**src/rtl/apb_user_reg_responder.sv**
```systemverilog
// apb_user_reg_responder
// APB completer for the user register interface. Word-aligned accesses are
// decoded into a bank of read/write control registers (offset 0x000) and
// read-only status inputs (offset 0x200). Each committed write to a control
// register raises a one-cycle strobe toward user logic.
//
// Build option: define APB_RSP_WAIT_EN to insert WAIT_CYCLES wait states on
// every transfer. Without it, every transfer completes with zero wait states.
//
// state  | meaning
// -------+---------------------------------------------------------------
// S_IDLE | waiting for a setup cycle (psel=1, penable=0)
// S_WAIT | counting wait states (APB_RSP_WAIT_EN only)
// S_RESP | pready high for one cycle; RW write commits on the exit edge

module apb_user_reg_responder #(
    parameter logic [31:0] BASE_ADDR   = 32'h0000_0000,
    parameter int unsigned NUM_RW      = 8,
    parameter int unsigned NUM_RO      = 8,
    parameter int unsigned WAIT_CYCLES = 2
) (
    input  logic                     i_apb_clk,
    input  logic                     i_apb_rst,
    input  logic                     i_apb_psel,
    input  logic                     i_apb_penable,
    input  logic [31:0]              i_apb_paddr,
    input  logic [31:0]              i_apb_pwdata,
    input  logic                     i_apb_pwrite,
    output logic                     o_apb_pready,
    output logic [31:0]              o_apb_prdata,
    output logic                     o_apb_pserr,
    output logic [32*NUM_RW-1:0]     o_rw_reg,
    output logic [NUM_RW-1:0]        o_wr_pulse,
    input  logic [32*NUM_RO-1:0]     i_ro_reg
);

`ifdef APB_RSP_WAIT_EN
    typedef enum logic [1:0] {S_IDLE = 2'd0, S_WAIT = 2'd1, S_RESP = 2'd2} state_t;
    localparam logic [3:0] WAIT_LOAD = 4'(WAIT_CYCLES - 1);
`else
    typedef enum logic [1:0] {S_IDLE = 2'd0, S_RESP = 2'd2} state_t;
`endif

    state_t                   r_state;
    state_t                   w_state_nxt;

    logic                     r_write;
    logic [31:0]              r_wdata;
    logic [6:0]               r_idx;
    logic                     r_rw_hit;
    logic                     r_ro_hit;

    logic [NUM_RW-1:0][31:0]  r_rw;
    logic [NUM_RW-1:0]        r_wr_pulse;
    logic [31:0]              r_prdata;
    logic                     r_pserr;

    logic                     w_setup;
    logic                     w_base_hit;
    logic [6:0]               w_idx;
    logic                     w_rw_hit;
    logic                     w_ro_hit;

    logic                     w_sel_write;
    logic [6:0]               w_sel_idx;
    logic                     w_sel_rw_hit;
    logic                     w_sel_ro_hit;
    logic                     w_sel_err;
    logic [31:0]              w_rd_data;
    logic                     w_enter_resp;

`ifdef APB_RSP_WAIT_EN
    logic [3:0]               r_wait_cnt;
`else
    logic                     w_unused_bits;
    assign w_unused_bits = ^{i_apb_paddr[1:0], WAIT_CYCLES[3:0]};
`endif

    // live decode of the bus address during the setup cycle
    assign w_setup    = i_apb_psel & ~i_apb_penable;
    assign w_base_hit = (i_apb_paddr[31:12] == BASE_ADDR[31:12]);
    assign w_idx      = i_apb_paddr[8:2];
    assign w_rw_hit   = w_base_hit && (i_apb_paddr[11:9] == 3'b000) && (32'(w_idx) < NUM_RW);
    assign w_ro_hit   = w_base_hit && (i_apb_paddr[11:9] == 3'b001) && (32'(w_idx) < NUM_RO);

    // When RESP is entered straight from IDLE the latched copy is not yet
    // valid, so the response is built from the live decode instead.
    assign w_sel_write  = (r_state == S_IDLE) ? i_apb_pwrite : r_write;
    assign w_sel_idx    = (r_state == S_IDLE) ? w_idx        : r_idx;
    assign w_sel_rw_hit = (r_state == S_IDLE) ? w_rw_hit     : r_rw_hit;
    assign w_sel_ro_hit = (r_state == S_IDLE) ? w_ro_hit     : r_ro_hit;
    assign w_sel_err    = ~(w_sel_rw_hit | w_sel_ro_hit) | (w_sel_write & w_sel_ro_hit);

    assign w_enter_resp = (w_state_nxt == S_RESP) && (r_state != S_RESP);

    // state register
    always_ff @(posedge i_apb_clk) begin
        if (i_apb_rst) begin
            r_state <= S_IDLE;
        end else begin
            r_state <= w_state_nxt;
        end
    end

    // next-state decode
    always_comb begin
        w_state_nxt = r_state;
        case (r_state)
            S_IDLE: begin
                if (w_setup) begin
`ifdef APB_RSP_WAIT_EN
                    w_state_nxt = S_WAIT;
`else
                    w_state_nxt = S_RESP;
`endif
                end
            end
`ifdef APB_RSP_WAIT_EN
            S_WAIT: begin
                if (!i_apb_psel) begin
                    w_state_nxt = S_IDLE;
                end else if (r_wait_cnt == 4'd0) begin
                    w_state_nxt = S_RESP;
                end
            end
`endif
            S_RESP:  w_state_nxt = S_IDLE;
            default: w_state_nxt = S_IDLE;
        endcase
    end

`ifdef APB_RSP_WAIT_EN
    // wait-state down-counter, loaded on the setup cycle
    always_ff @(posedge i_apb_clk) begin
        if (i_apb_rst) begin
            r_wait_cnt <= 4'd0;
        end else if (r_state == S_IDLE && w_setup) begin
            r_wait_cnt <= WAIT_LOAD;
        end else if (r_state == S_WAIT && r_wait_cnt != 4'd0) begin
            r_wait_cnt <= r_wait_cnt - 4'd1;
        end
    end
`endif

    // capture address, direction, data and decode on the setup cycle
    always_ff @(posedge i_apb_clk) begin
        if (i_apb_rst) begin
            r_write  <= 1'b0;
            r_wdata  <= 32'h0;
            r_idx    <= 7'd0;
            r_rw_hit <= 1'b0;
            r_ro_hit <= 1'b0;
        end else if (r_state == S_IDLE && w_setup) begin
            r_write  <= i_apb_pwrite;
            r_wdata  <= i_apb_pwdata;
            r_idx    <= w_idx;
            r_rw_hit <= w_rw_hit;
            r_ro_hit <= w_ro_hit;
        end
    end

    // read-data mux over control registers and status inputs
    always_comb begin
        w_rd_data = 32'h0;
        for (int unsigned i = 0; i < NUM_RW; i++) begin
            if (w_sel_rw_hit && w_sel_idx == 7'(i)) begin
                w_rd_data = r_rw[i];
            end
        end
        for (int unsigned j = 0; j < NUM_RO; j++) begin
            if (w_sel_ro_hit && w_sel_idx == 7'(j)) begin
                w_rd_data = i_ro_reg[32*j +: 32];
            end
        end
    end

    // response data/error, held only for the pready cycle
    always_ff @(posedge i_apb_clk) begin
        if (i_apb_rst) begin
            r_prdata <= 32'h0;
            r_pserr  <= 1'b0;
        end else if (w_enter_resp) begin
            r_prdata <= (w_sel_err || w_sel_write) ? 32'h0 : w_rd_data;
            r_pserr  <= w_sel_err;
        end else begin
            r_prdata <= 32'h0;
            r_pserr  <= 1'b0;
        end
    end

    // control register commit and write strobe on the RESP exit edge
    always_ff @(posedge i_apb_clk) begin
        if (i_apb_rst) begin
            r_rw       <= '0;
            r_wr_pulse <= '0;
        end else begin
            r_wr_pulse <= '0;
            if (r_state == S_RESP && r_write && r_rw_hit) begin
                for (int unsigned i = 0; i < NUM_RW; i++) begin
                    if (r_idx == 7'(i)) begin
                        r_rw[i]       <= r_wdata;
                        r_wr_pulse[i] <= 1'b1;
                    end
                end
            end
        end
    end

    assign o_apb_pready = (r_state == S_RESP);
    assign o_apb_prdata = r_prdata;
    assign o_apb_pserr  = r_pserr;
    assign o_rw_reg     = r_rw;
    assign o_wr_pulse   = r_wr_pulse;

endmodule
```
**config.mk**
```make
export PLATFORM = sky130hd
export DESIGN_NAME = apb_user_reg_responder
export DESIGN_NICKNAME = d
export VERILOG_FILES = /design/src/rtl/apb_user_reg_responder.sv
export SDC_FILE = /design/constraint.sdc
export NUM_CORES = 1
export LEC_CHECK = 0
export CORE_MARGIN = 4
export CORE_UTILIZATION = 30
export CTS_CLUSTER_DIAMETER = 150
export DETAILED_ROUTE_END_ITERATION = 10
export DONT_BUFFER_PORTS = 1
export PLACE_DENSITY = 0.49
export RECOVER_POWER = 25
export SETUP_SLACK_MARGIN = 0.3
export SYNTH_ARGS = -nofsm -noshare
export SYNTH_HDL_FRONTEND = slang
export SYNTH_SLANG_ARGS = --single-unit
```
**constraint.sdc**
```tcl
create_clock -name i_apb_clk -period 3.3 [get_ports i_apb_clk]
set_input_delay 0.165 -clock i_apb_clk [delete_from_list [all_inputs] [get_ports i_apb_clk]]
set_output_delay 0.165 -clock i_apb_clk [all_outputs]
set_load 0.02 [all_outputs]
```
== Word-level counts from Yosys, hierarchy flattened ==
Index checks and enable logic that the tools add are counted.

* $add $sub $neg: 0
* $mul: 0
* Divide/modulo/power cells: 0
* Magnitude comparators: 1
* Eq/ne operators: 18
* Shift-type cells: 0
* Mux-type cells: 30
* Bitwise operators: 8
* Reductions and logical operators: 41

{| class="wikitable"
|+ Operator list
! operator !! count
|-
| 32-bit 2-to-1 mux || 16
|-
| 7-bit by 3-bit equality test with 1-bit output (second input constant) || 8
|-
| 7-bit by 2-bit equality test with 1-bit output (second input constant) || 4
|-
| 1-bit logical AND || 24
|-
| 20-bit logical NOT || 1
|-
| 2-bit AND reduction || 8
|-
| 7-bit by 1-bit equality test with 1-bit output (second input constant) || 2
|-
| 7-bit logical NOT || 2
|-
| 1-bit 2-to-1 mux || 11
|-
| 7-bit by 4-bit less-than comparator with 1-bit output (second input constant) || 1
|-
| 7-bit 2-to-1 mux || 1
|-
| 2-bit equality test (second input constant) || 2
|-
| 2-bit 2-to-1 mux || 2
|-
| 1-bit NOT || 4
|-
| 2-bit OR reduction || 2
|-
| 3-bit by 1-bit equality test with 1-bit output (second input constant) || 1
|-
| 3-bit logical NOT || 1
|-
| 3-bit OR reduction || 1
|-
| 1-bit bitwise AND || 2
|-
| 2-bit logical NOT || 1
|-
| 2-bit inequality test (second input constant) || 1
|-
| 1-bit OR || 2
|-
| 1-bit logical OR || 1
|}

* Register bits after elaboration: 341
* Latch bits: 0
* Bits in writable memories: 0
* ROM bits: 0
* Input port bits: 325
* Logic and storage cells: 115
* Memories kept: 0

== Logic depth before layout (Yosys ltp) ==
* Depth in word-level cells: 21
* Mapped depth: 13

== Worst setup path after synthesis ==
OpenSTA, ideal clock, no wires.

* Path kind: register -> register
* From: register r_state[1]
* To: register r_prdata[30], in the netlist o_apb_prdata[30]
* Library setup time: 103 ps
* Arrival: 2544 ps
* Required time: 3197 ps
* Path slack: 653 ps
* Cell stages (with the launch flop): 12
* Path buffers: 3
* Clock period less this slack: 2647 ps
* Path through: dfxtp_1 or2_1 buf_6 or3_1 o31a_1 buf_6 or2_1 buf_6 o22a_1 nor3_2 a221oi_1 a2111oi_2

* Cells in the longest elaborated chain, start to end: 20
* Elaborated cells on any way between the ends: 57

{| class="wikitable"
|+ Ends and longest elaborated chain
! element !! line !! source
|-
| from (decl) || 44 || <nowiki>state_t r_state;</nowiki>
|-
| from (signal assigned) || 101 || <nowiki>r_state <= w_state_nxt;</nowiki>
|-
| 2-bit logical NOT || n/a ||
|-
| 7-bit 2-to-1 mux || 89 || <nowiki>assign w_sel_idx = (r_state == S_IDLE) ? w_idx : r_idx;</nowiki>
|-
| 7-bit logical NOT || 166, 171 ||
|-
| 1-bit logical AND || 166 || <nowiki>if (w_sel_rw_hit && w_sel_idx == 7'(i)) begin</nowiki>
|-
| 32-bit 2-to-1 mux (8 in series) || 166 ||
|-
| 32-bit 2-to-1 mux (8 in series) || 171 || <nowiki>if (w_sel_ro_hit && w_sel_idx == 7'(j)) begin</nowiki>
|-
| to (signal assigned) || 183 || <nowiki>r_prdata <= (w_sel_err || w_sel_write) ? 32'h0 : w_rd_data;</nowiki>
|-
| to (decl) || 55 || <nowiki>logic [31:0] r_prdata;</nowiki>
|}

Parallel ways exist; a longest one is shown, timed or not.
A chain may end at the register's enable or synchronous reset.

== Worst setup path in the final report ==
* From: register r_state[1]
* To: register r_prdata[24], in the netlist o_apb_prdata[24]

The elaborated chain is that of the path after synthesis.

==> metrics.cfg <==
[sta]
clock.fmax_mhz=327
relSlewSlack=0.399
rsz0062_at_grt=yes
fin_crit_sh=0.926
drv_slew=0
hold_viol=0
holdWs_ns=0.0161
fin_skew_ns=0.0195
period_minus_slack_ns=3.06
fin_setup_tns_ns=0
setup_viol_count_final=0
worst_pin_slew_ns=0.902

[synth]
ys_types=67
synth_top_cell_area_share=0.423
ys_warn_count=0
synth_edf_count=0
synth.cell_area_mm2=0.0161
syn_avg_cell_area_um2=7.35
synthMostInstantiatedCell=nand2_1
yosys-top-cells-area=dfxtp_1, nand2_1, a21oi_1, clkbuf_1, a22oi_1
ys.flop_type=dfxtp_1
synth-seq-cells=341
synthTopCellsByCount=nand2_1, a21oi_1, dfxtp_1
ys_seq_area_frac=0.423
yosysTopAreaCell=dfxtp_1
async_flop_share=0
syn-instance-count=2195
synth_nets=2520

[hold_path]
holdCritPathClass=input pin to flop
worstHoldStart=i_ro_reg[196]
hold_depth=3
min_to=o_apb_prdata[4]$_SDFF_PP0_

[final_layout]
synthToLayoutAreaGrowth_pct=39.5
drive_gt1_frac=0.152
n_fill_cell=5314
largest_reg_flops=256
nets=2773

[routing]
drt_iter0_markers=2057
routed_wl_mm=103
wire_per_inst_um=32.4
num_vias=18800
via_per_inst=5.91
firstDrtPassIters=6
drcViolationCount=0
drtAntennaViolNets=0

[power]
switching_share=0.254
power_frac_clock=0.487
power_density_mw_per_mm2=427
p_leak_nw=7.79
ir_drop_mv=0.325
p_int_w=0.00717
pwr-share-comb=0.077
power.switching_w=0.00244
p_seq_frac=0.436

[critical_path]
critPathCaptureType=flop
crit_type=flop to flop
crit_fanout=8
worstPathRequired_ns=3.80
reg2reg_depth=11
r2r-end=o_apb_prdata[24]$_SDFF_PP0_
cp-start-kind=flop
r2r_slack_ns=0.24
worstPathArrival_ns=3.56
timing.rr.start=r_state[1]$_SDFF_PP0_

[clocking]
htree_levels=2
clockBufferDepth=3
cts-buffers-inserted=42
cts_tree=done
clkSinkCount=341
worst_skew_pair.late_latency_ns=0.59
clk_pin_slew_worst_paths_ns=0.07
cts_root_buf=clkbuf_16

[floorplanning]
row_count=84
die_h_um=240
ioPinCount=623
die_w_um=240
start_util=0.305
coreArea_mm2=0.0529
dieArea_mm2=0.0575

[grt]
grt_usage=0.334
first_global_vias=18200
grt.overflow.total=0
grt_pass1_wl_mm=139
grt_max_degree=166
grt_antenna_before_repair=26

[placement]
io_buffers=0
gp_congestion=0.951
hpwl_mm=74.9

[run]
drv_cap=0

[outcome]
status=finished, final reports clean

## critical path: stages, from the launching register on
cell     delay, ns
dfxtp_4       0.37
or2_4         0.26
or3_4         0.38
o31a_1        0.31
buf_4         0.18
or2_1         0.24
buf_4         0.17
a21oi_1       0.29
o22ai_1       0.16
nor3_1        0.33
o32ai_1       0.17
o22ai_1       0.14
## worst max-delay path by stage
stage                          startpoint                          end  slack (ns)  cells past startpoint
floorplan           r_state[1]$_SDFF_PP0_  o_apb_prdata[30]$_SDFF_PP0_        0.65                     11
global placement           i_apb_paddr[8]  o_apb_prdata[17]$_SDFF_PP0_       -0.39                     11
detailed placement         i_apb_paddr[8]  o_apb_prdata[17]$_SDFF_PP0_       -0.33                     11
CTS                 r_state[1]$_SDFF_PP0_   o_apb_prdata[4]$_SDFF_PP0_        0.27                     13
global route        r_state[1]$_SDFF_PP0_  o_apb_prdata[21]$_SDFF_PP0_        0.20                     13
finish              r_state[1]$_SDFF_PP0_  o_apb_prdata[24]$_SDFF_PP0_        0.24                     11
## layout make-up
| cell class | instances | area [µm²] | share of cell area |
|---|---|---|---|
| timing repair buffer | 431 | 4190 | 0.186 |
| antenna | 21 | 52.6 | 0.00234 |
| multi-input combinational | 1631 | 9210 | 0.409 |
| clock buffer | 59 | 1140 | 0.0509 |
| inverter | 1 | 3.75 | 0.000167 |
| clock inverter | 16 | 204 | 0.00906 |
| sequential | 341 | 6830 | 0.304 |
| tap | 688 | 861 | 0.0383 |
## placed cells by master (no fill, tap or decap), drive strengths merged, types with 9 or more instances in the layout
cell type and n:
o221ai 28, a211o 9, o221a 10, a21oi 368, o21ai 83, diode 21
buf 180, dfxtp 341, clkbuf 61, o211ai 11, a22o 23, dlygate4sd3 248
nand2 677, nor2 80, a221o 11, nor4 10, o22ai 42, nor3 31
a31oi 12, a2111oi 12, a222oi 12, a221oi 21, nand3 14, a211oi 33
a22oi 86
## repair_timing
item / CTS / global route
buffers inserted: 15 / 17
gates resized for setup: 56 / 103
cloned: 2 / 1
hold buffers: 247 / 2
pin swaps: 13 / 29
endpoints found under the setup margin: 29 / 67
hold endpoints to repair: 337 / 1
## per-layer routing
layer  GRT usage  part of all wire
met5           0           0.00055
met4       0.157             0.053
met3       0.120              0.11
met2       0.551              0.47
met1       0.389              0.37
## per-stage QoR
stage          worst slack (ns)  instance area, µm²  cells   util  power (W)
2_1_floorplan             0.653               16100   2195      -    0.00456
3_3_place_gp             -0.392               17400   2808  0.329    0.00474
3_5_place_dp             -0.330               17400   2808  0.329    0.00475
4_1_cts                   0.270               21700   3147  0.411    0.00958
5_1_grt                   0.201               22500   3186  0.426    0.00986
6_report                  0.243               22500   3188  0.426    0.00961
## logic make-up after synthesis
group           after synthesis  synth area share
simple gates                839             0.208
compound gates              789             0.311
flops                       341             0.423
buf+inv                     223            0.0558
mux                           2           0.00132
other cells                   1          0.000232
## power by group through the flow
stage	Combinational [W]	Clock (W)	Sequential, W
finish	0.000736	0.00468	0.00419
global route	0.000768	0.00490	0.00419
CTS	0.000667	0.00473	0.00419
detailed placement	0.000467	0	0.00428
global placement	0.000464	0	0.00428
floorplan	0.000332	0	0.00423
(Power assumes the default switching activity.)
